## src/rtl/reg_bank_writer_pkg.sv

```systemverilog
// Shared constants and FSM encoding for the register bank write side.
package reg_bank_writer_pkg;
    localparam int WIDTH = 32;
    localparam int SEL_W = 5;
    localparam int DEPTH = 1 << SEL_W;

    typedef enum logic {
        ST_IDLE  = 1'b0,
        ST_CLEAR = 1'b1
    } state_t;
endpackage

```

## src/rtl/reg_bank_writer_dec.sv

```systemverilog
// Address to one-hot enable decoder, gated by a single enable.
module reg_bank_writer_dec #(
    parameter int SEL_W = 5,
    parameter int DEPTH = 1 << SEL_W
) (
    input  logic             en,
    input  logic [SEL_W-1:0] addr,
    output logic [DEPTH-1:0] onehot
);
    always_comb begin
        onehot = '0;
        if (en) onehot[addr] = 1'b1;
    end
endmodule

```

## src/rtl/reg_bank_writer.sv

```systemverilog
// Write side of the register bank: handshaked writes plus a sequenced clear-all,
// one entry per cycle, sharing a single decoder through an address mux.
module reg_bank_writer
    import reg_bank_writer_pkg::*;
#(
    parameter int WIDTH_P   = WIDTH,
    parameter int SEL_W_P   = SEL_W,
    parameter int DEPTH_P   = 1 << SEL_W_P,
    parameter bit ZERO_REG0 = 1'b1
) (
    input  logic                       clk,
    input  logic                       reset,
    input  logic                       wr_valid,
    output logic                       wr_ready,
    input  logic [SEL_W_P-1:0]         wr_addr,
    input  logic [WIDTH_P-1:0]         wr_data,
    input  logic                       clr_req,
    output logic                       clr_busy,
    output logic [WIDTH_P*DEPTH_P-1:0] q
);
    state_t               state, state_nxt;
    logic [SEL_W_P-1:0]   cnt, cnt_nxt;
    logic                 wr_fire;
    logic                 dec_en;
    logic [SEL_W_P-1:0]   dec_addr;
    logic [DEPTH_P-1:0]   dec_oh;

    always_ff @(posedge clk) begin
        if (reset) begin
            state <= ST_IDLE;
            cnt   <= '0;
        end else begin
            state <= state_nxt;
            cnt   <= cnt_nxt;
        end
    end

    always_comb begin
        state_nxt = state;
        cnt_nxt   = cnt;
        case (state)
            ST_IDLE: begin
                if (clr_req) begin
                    state_nxt = ST_CLEAR;
                    cnt_nxt   = '0;
                end
            end
            ST_CLEAR: begin
                if (cnt == SEL_W_P'(DEPTH_P - 1)) begin
                    state_nxt = ST_IDLE;
                    cnt_nxt   = '0;
                end else begin
                    cnt_nxt = cnt + 1'b1;
                end
            end
            default: state_nxt = ST_IDLE;
        endcase
    end

    assign wr_ready = (state == ST_IDLE) && !reset;
    assign clr_busy = (state == ST_CLEAR);
    assign wr_fire  = wr_valid && wr_ready;

    // The clear sweep borrows the write decoder; writes are blocked while it runs.
    assign dec_addr = clr_busy ? cnt : wr_addr;
    assign dec_en   = clr_busy || wr_fire;

    reg_bank_writer_dec #(.SEL_W(SEL_W_P), .DEPTH(DEPTH_P)) u_dec (
        .en     (dec_en),
        .addr   (dec_addr),
        .onehot (dec_oh)
    );

    for (genvar i = 0; i < DEPTH_P; i++) begin : g_entry
        if (i == 0 && ZERO_REG0) begin : g_zero
            assign q[0 +: WIDTH_P] = '0;
        end else begin : g_reg
            logic [WIDTH_P-1:0] entry;
            always_ff @(posedge clk) begin
                if (reset)          entry <= '0;
                else if (dec_oh[i]) entry <= clr_busy ? '0 : wr_data;
            end
            assign q[i*WIDTH_P +: WIDTH_P] = entry;
        end
    end
endmodule
```

## config.mk

```make
export PLATFORM = sky130hd
export DESIGN_NAME = reg_bank_writer
export DESIGN_NICKNAME = d
export VERILOG_FILES = /design/src/rtl/reg_bank_writer_pkg.sv /design/src/rtl/reg_bank_writer_dec.sv /design/src/rtl/reg_bank_writer.sv
export SDC_FILE = /design/constraint.sdc
export NUM_CORES = 2
export LEC_CHECK = 0
export BUFFER_PORTS_ARGS = -buffer_cell sky130_fd_sc_hd__buf_2
export CAP_MARGIN = 20
export CORE_AREA = 10 10 405 407
export CTS_BUF_LIST = sky130_fd_sc_hd__clkbuf_4 sky130_fd_sc_hd__clkbuf_8 sky130_fd_sc_hd__clkbuf_16
export DETAILED_ROUTE_END_ITERATION = 12
export DIE_AREA = 0 0 415 417
export PLACE_DENSITY = 0.41
export RECOVER_POWER = 25
export SYNTH_ARGS = -nofsm -noshare
export SYNTH_HDL_FRONTEND = slang
export SYNTH_SLANG_ARGS = --single-unit
```

## constraint.sdc

```tcl
create_clock -name clk -period 2.1 [get_ports clk]
set_input_delay 0.21 -clock clk [delete_from_list [all_inputs] [get_ports clk]]
set_output_delay 0.21 -clock clk [all_outputs]
set_load 0.1 [all_outputs]
```

After elaboration in Yosys (flattened, before gate mapping)
Index checks and enable logic that the tools add are counted.
Storage, ports and cells
  register bits after elaboration: 998
  latch bits: 0
  RAM bits: 0
  ROM bits: 0
  input port bits: 41
  output and inout port bits: 1026
  word-level logic and storage cells: 55
  memories kept: 0
Operators by class
  $add $sub $neg: 1
  $mul: 0
  div/mod/pow operators: 0
  magnitude comparators: 2
  equal/unequal tests: 2
  shift operators: 0
  multiplexer cells: 11
  bitwise gates (word level): 1
  reduce and logical (&&, ||, !) cells: 5
Operators by type and width (number)
  32-bit two-way mux: 2
  5-bit two-way mux: 3
  5-bit one-hot mux with 2 select lines: 1
  5-bit by 6-bit < comparator with 1-bit output, second input constant: 1
  5-bit by 1-bit adder with 5-bit output, second input constant: 1
  1-bit demux with 5-bit select: 1
  5-bit == test, second input constant: 1
  5-bit by 1-bit greater-or-equal comparator with 1-bit output, second input constant: 1
  1-bit logical AND: 3
  1-bit two-way mux: 3
  2-bit inequality test, second input constant: 1
  1-bit one-hot mux with 2 select lines: 1
  1-bit logical NOT: 1
  1-bit logical OR: 1
  1-bit NOT: 1

Logic depth before layout (Yosys ltp)
  depth after elaboration: 6
  depth in mapped cells: 8
  gate-level depth less buffers: 7

By module
A second synthesis with hierarchy kept.
Unflattened totals
  cell total of the unflattened synthesis: 3462
  area, all modules: 36377.4 um2
By module, submodules not included
  reg_bank_writer: times used 1, cells an instance 3415, area each 36147.2 um2, seq. area each 19979.2 um2
  reg_bank_writer_dec: times used 1, cells an instance 47, area each 230.2 um2, seq. area each 0.0 um2

Worst setup path after synthesis
OpenSTA, ideal clock, no wires.
  path type: register to register
  from: register state (netlist: clr_busy)
  to: register g_entry[10].g_reg.entry[0]
  library setup time: 132 ps
  arrival: 2513 ps
  slack: -545 ps
  cell stages (with the launch flop): 8
  period minus slack after synthesis: 2645 ps
  cell sequence: dfxtp_1 -> buf_6 -> clkbuf_1 -> nor2_1 -> buf_2 -> nand2_1 -> clkbuf_1 -> mux2i_1
RTL lines
  start: declaration: line reg_bank_writer.sv:21  | state_t state, state_nxt;
  start signal: assignment: line reg_bank_writer.sv:33  | state <= state_nxt;
  1-bit NOT
  1-bit logical AND: line reg_bank_writer.sv:60  | assign wr_ready = (state == ST_IDLE) && !reset;
  net wr_ready: line reg_bank_writer.sv:14  | output logic wr_ready,
  1-bit logical AND: line reg_bank_writer.sv:62  | assign wr_fire = wr_valid && wr_ready;
  1-bit logical OR: line reg_bank_writer.sv:66  | assign dec_en = clr_busy || wr_fire;
  32-bit two-way mux: line reg_bank_writer_dec.sv:12  | if (en) onehot[addr] = 1'b1;
  end signal: assignment: line reg_bank_writer.sv:81  | else if (dec_oh[i]) entry <= clr_busy ? '0 : wr_data;
  end: declaration: line reg_bank_writer.sv:78  | logic [WIDTH_P-1:0] entry;
The timed path passes the listed nets, and every way through them passes these cells.
A chain may end at the register's enable or synchronous reset.

Final worst setup path
  from: register state (netlist: clr_busy)
  to: register g_entry[16].g_reg.entry[16]
On the way
  longest elaborated chain between the ends: 6
RTL lines
  5-bit two-way mux: line reg_bank_writer.sv:65  | assign dec_addr = clr_busy ? cnt : wr_addr;
  5-bit by 6-bit < comparator with 1-bit output (not written as such) or 5-bit by 1-bit greater-or-equal comparator with 1-bit output (tied branches): line reg_bank_writer_dec.sv:12
  1-bit logical AND (not written as such): line reg_bank_writer_dec.sv:12
  1-bit two-way mux (not written as such): line reg_bank_writer_dec.sv:12
  1-bit demux with 5-bit select
  32-bit two-way mux: line reg_bank_writer_dec.sv:12
  end signal: assignment: line reg_bank_writer.sv:81
  end: declaration: line reg_bank_writer.sv:78
Several ways; a longest one is shown, not always the timed one.

==> results_tabular.tex <==
\begin{tabular}{lr}
\hline
Metric & Value \\
\hline
\multicolumn{2}{l}{\textbf{Placed design}} \\
\quad RePlAce Congestion & 0.757 \\
\quad Count of input and output buffers & 1,034 \\
\quad DP Area & 46,700 um2 \\
\quad Post-DP HPWL & 121,000 um \\
\multicolumn{2}{l}{\textbf{Pwr}} \\
\quad Total net switching power & 0.0111 W \\
\quad Combinational share of power & 7.3\% \\
\quad Power per unit of standard cell area & 853 nW/um2 \\
\quad Int Power & 0.0326 W \\
\quad Proportion of power drawn by the clock network & 49.0\% \\
\quad Sequential group share of total power & 43.7\% \\
\quad VDD IR-drop max & 652 uV \\
\quad Leak & 28.0 nW \\
\quad Switching part of the total & 25.4\% \\
\multicolumn{2}{l}{\textbf{Yosys}} \\
\quad EDFF count, synth & 0 \\
\quad Synth area leaders & sky130\_fd\_sc\_hd\_\_dfxtp\_1 (52\%), sky130\_fd\_sc\_hd\_\_mux2i\_1 (26\%), sky130\_fd\_sc\_hd\_\_nand2b\_1 (16\%), sky130\_fd\_sc\_hd\_\_clkbuf\_1 (2.1\%), sky130\_fd\_sc\_hd\_\_buf\_6 (1.1\%) \\
\quad Synth top area share & 51.7\% \\
\quad Yosys synthesis warning count & 0 \\
\quad Cell type with the largest total area after synthesis & sky130\_fd\_sc\_hd\_\_dfxtp\_1 \\
\quad Most used DFF post-synth & sky130\_fd\_sc\_hd\_\_dfxtp\_1 \\
\quad Mapped Avg Cell Area & 11.2 um2 \\
\quad Post-Synthesis Cells & 3,452 \\
\quad Area of the mapped netlist & 38,700 um2 \\
\quad Share of flip-flops with an asynchronous set or reset & 0\% \\
\quad Number of synthesized register bits & 998 \\
\quad Cell variety after synth & 33 \\
\quad Share of synthesized area occupied by flip-flops and latches & 51.7\% \\
\multicolumn{2}{l}{\textbf{Worst setup path}} \\
\quad Critical-path top delay cell & sky130\_fd\_sc\_hd\_\_or3b\_2 \\
\quad Crit-path cells & buf\_4 -> or3b\_2 -> nand2\_1 -> nand3\_2 -> buf\_12 -> mux2i\_1 \\
\quad Maximum net fanout on the critical path & 32 \\
\quad Maximum single-stage delay on the critical path & 0.47 ns \\
\quad Worst EP required & 2.68 ns \\
\quad R2R Path Start & clr\_busy \\
\quad Kind of critical path & reg2reg \\
\quad Setup crit end kind & flop \\
\quad CP Launch Point & clr\_busy \\
\quad Reg2Reg Setup Slack & 0.09 ns \\
\quad Critical path startpoint category & flop \\
\quad Critical path arrival & 2.59 ns \\
\multicolumn{2}{l}{\textbf{GRT}} \\
\quad Number of antenna violations at the first check in global routing & 16 \\
\quad Pin count of the biggest net entering global routing & 262 \\
\quad GRT Util Overall & 19.4\% \\
\quad Wire length of the first global-routing pass & 240,000 um \\
\quad Number of global-route vias before repair & 28,600 \\
\quad Global route overflow & 0 \\
\multicolumn{2}{l}{\textbf{Route}} \\
\quad Post-route DRC & 0 \\
\quad Number of vias after detailed routing & 28,100 \\
\quad Met2 routed wirelength & 90,800 um \\
\quad Wire length per cell after detailed routing & 26.7 um \\
\quad Final routed wirelength across all metal layers & 176,000 um \\
\quad Violation count after the first detailed-routing iteration & 1,531 \\
\quad Sum of routed wire segments on met1 & 68,800 um \\
\quad Remaining antenna violation count & 0 \\
\quad First-pass DRT Iterations & 5 \\
\quad Met3 layer wire length in the routed design & 8690 um \\
\quad Vias per inst & 4.26 \\
\quad Highest routing layer actually used & met5 \\
\multicolumn{2}{l}{\textbf{Timing}} \\
\quad Hold slack final & 0.0551 ns \\
\quad Final setup violation count & 0 \\
\quad Final Max Tran Viols & 0 \\
\quad Clock Skews & 0.0357 ns \\
\quad Remaining max-slew budget at the tightest pin & 21.7\% \\
\quad Achievable clock frequency & 498 MHz \\
\quad Final hold viol count & 0 \\
\quad Time the worst path needs with I/O delays and setup & 2.01 ns \\
\quad RSZ-0062 raised after global routing & no \\
\quad Slew @ Worst Pin & 1.17 ns \\
\quad Share of the cycle needed by the critical path after routing & 95.6\% \\
\multicolumn{2}{l}{\textbf{Floorplanning}} \\
\quad Initial core utilization & 24.8\% \\
\quad Die X & 415 um \\
\quad Floorplan Core Area & 156,000 um2 \\
\quad Height of the die & 417 um \\
\quad Row Count & 145 \\
\quad Top-level port count & 1,067 \\
\quad Total Die Area & 173,000 um2 \\
\multicolumn{2}{l}{\textbf{Flow run}} \\
\quad Max\_cap viols & 0 \\
\multicolumn{2}{l}{\textbf{Clocking}} \\
\quad TritonCTS clock tree & done \\
\quad Htree depth & 3 \\
\quad TritonCTS sink count & 998 \\
\quad Number of buffers created by CTS & 115 \\
\quad Buffer depth of the longest clock path & 3 \\
\quad Clock Root Buffer & sky130\_fd\_sc\_hd\_\_clkbuf\_16 \\
\quad Source-to-sink clock delay at the later pin of the worst-skew pair & 0.75 ns \\
\quad Clk slew on worst S/H paths & 0.06 ns \\
\multicolumn{2}{l}{\textbf{Final layout}} \\
\quad Fraction of final layout cells with drive strength greater than 1 & 31.8\% \\
\quad Total Nets Final & 4,492 \\
\quad Most common library cell in the layout ignoring fill and taps & sky130\_fd\_sc\_hd\_\_dfxtp\_1 \\
\quad Fraction of the core area covered by cells at the end of the flow & 32.9\% \\
\quad Final design area excluding fillers & 51,200 um2 \\
\quad Top library cells by usage in the layout, fill and taps aside & sky130\_fd\_sc\_hd\_\_dfxtp\_1 (996), sky130\_fd\_sc\_hd\_\_nand2b\_1 (994), sky130\_fd\_sc\_hd\_\_mux2i\_1 (993), sky130\_fd\_sc\_hd\_\_buf\_2 (540), sky130\_fd\_sc\_hd\_\_clkbuf\_2 (492) \\
\quad Area grow syn2layout & 32.5\% \\
\multicolumn{2}{l}{\textbf{Min path}} \\
\quad Hold Crit Class & in2reg \\
\quad Startpoint of the lowest-slack hold path & wr\_data[28] \\
\multicolumn{2}{l}{\textbf{Outcome}} \\
\quad Result of the run & complete, no violations \\
\hline
\end{tabular}
[state kept, by name (all words and copies together) (netlist names)]
register / flops
clr_busy: 1
cnt: 5
g_entry.g_reg.entry: 992
[power groups by stage]
stage	clock (W)	sequential (W)	combinational, W
6_report	0.0214	0.0191	0.00319
5_1_grt	0.0228	0.0191	0.00331
4_1_cts	0.0221	0.0191	0.00325
3_5_place_dp	0	0.0195	0.00318
3_3_place_gp	0	0.0195	0.00319
2_1_floorplan	0	0.0203	0.00136
[cells in the mapped netlist, types with 5 or more instances]
| cell | n |
|---|---|
| sky130_fd_sc_hd__nor2_1 | 10 |
| sky130_fd_sc_hd__nand2_1 | 56 |
| sky130_fd_sc_hd__nand2_4 | 12 |
| sky130_fd_sc_hd__buf_2 | 59 |
| sky130_fd_sc_hd__a21oi_1 | 5 |
| sky130_fd_sc_hd__buf_4 | 32 |
| sky130_fd_sc_hd__mux2i_1 | 993 |
| sky130_fd_sc_hd__buf_6 | 37 |
| sky130_fd_sc_hd__nand2b_1 | 994 |
| sky130_fd_sc_hd__clkbuf_1 | 214 |
| sky130_fd_sc_hd__dfxtp_1 | 998 |
| sky130_fd_sc_hd__nand3b_1 | 6 |
[metrics by stage]
stage | power, W | TNS, ns | setup slack, ns | std cells
after CTS | 0.0444 | 0 | 0.0103 | 6600
final | 0.0437 | 0 | 0.0915 | 6607
after floorplan | 0.0216 | 0 | 0.0402 | 3483
after global routing | 0.0452 | 0 | 0.0123 | 6605
after detailed placement | 0.0227 | -0.00297 | -0.00297 | 6350
after global placement | 0.0227 | -0.0302 | -0.00897 | 6350
[critical path: cells and delay by family, from the launching register on]
kind	cells	cell delay [ns]
mux	1	0.16
simple gates	3	0.91
buf+inv	2	0.37
flops	1	0.37
[cell families after synthesis]
family,synth area share (%)
AND/OR/NAND/NOR,17.6
flip-flops,51.7
multiplexers,25.7
buffers and inverters,4.55
AO/OA/AOI/OAI,0.388
adder cells (fa/ha/maj),0.0971
other,0.00970
[path summary, 6_finish.rpt]
check / end / cells after the start
worst min-delay path: g_entry[9].g_reg.entry[28] / 4
worst max register to register: g_entry[16].g_reg.entry[16] / 6
worst min register to register: g_entry[7].g_reg.entry[22] / 2
worst max-delay path: g_entry[16].g_reg.entry[16] / 6
[what timing repair did]
action	4_1_cts	5_1_grt
pin swaps	1	2
setup endpoints to repair	22	30
hold buffers	34	0
setup buffers	2	3
hold endpoints to repair	530	0
resized for setup	1	3
[area by class of cell]
| class | instances | area, um2 |
|---|---|---|
| repair buffers | 1190 | 7390 |
| clock inverters | 45 | 571 |
| fillers | 16100 | 104000 |
| flip-flops and latches | 998 | 20000 |
| diodes | 4 | 10.0 |
| well taps | 2058 | 2570 |
| inverters | 1 | 3.75 |
| multi-input cells | 2142 | 17200 |
| clock buffers | 169 | 3520 |
[per-layer routing]
metal	up-vias	GRT usage (%)
met5	-	0
met4	2	8.22
met3	253	4.48
met2	771	35.3
met1	13800	21.6
li1	13300	-
(Power assumes the default switching activity.)
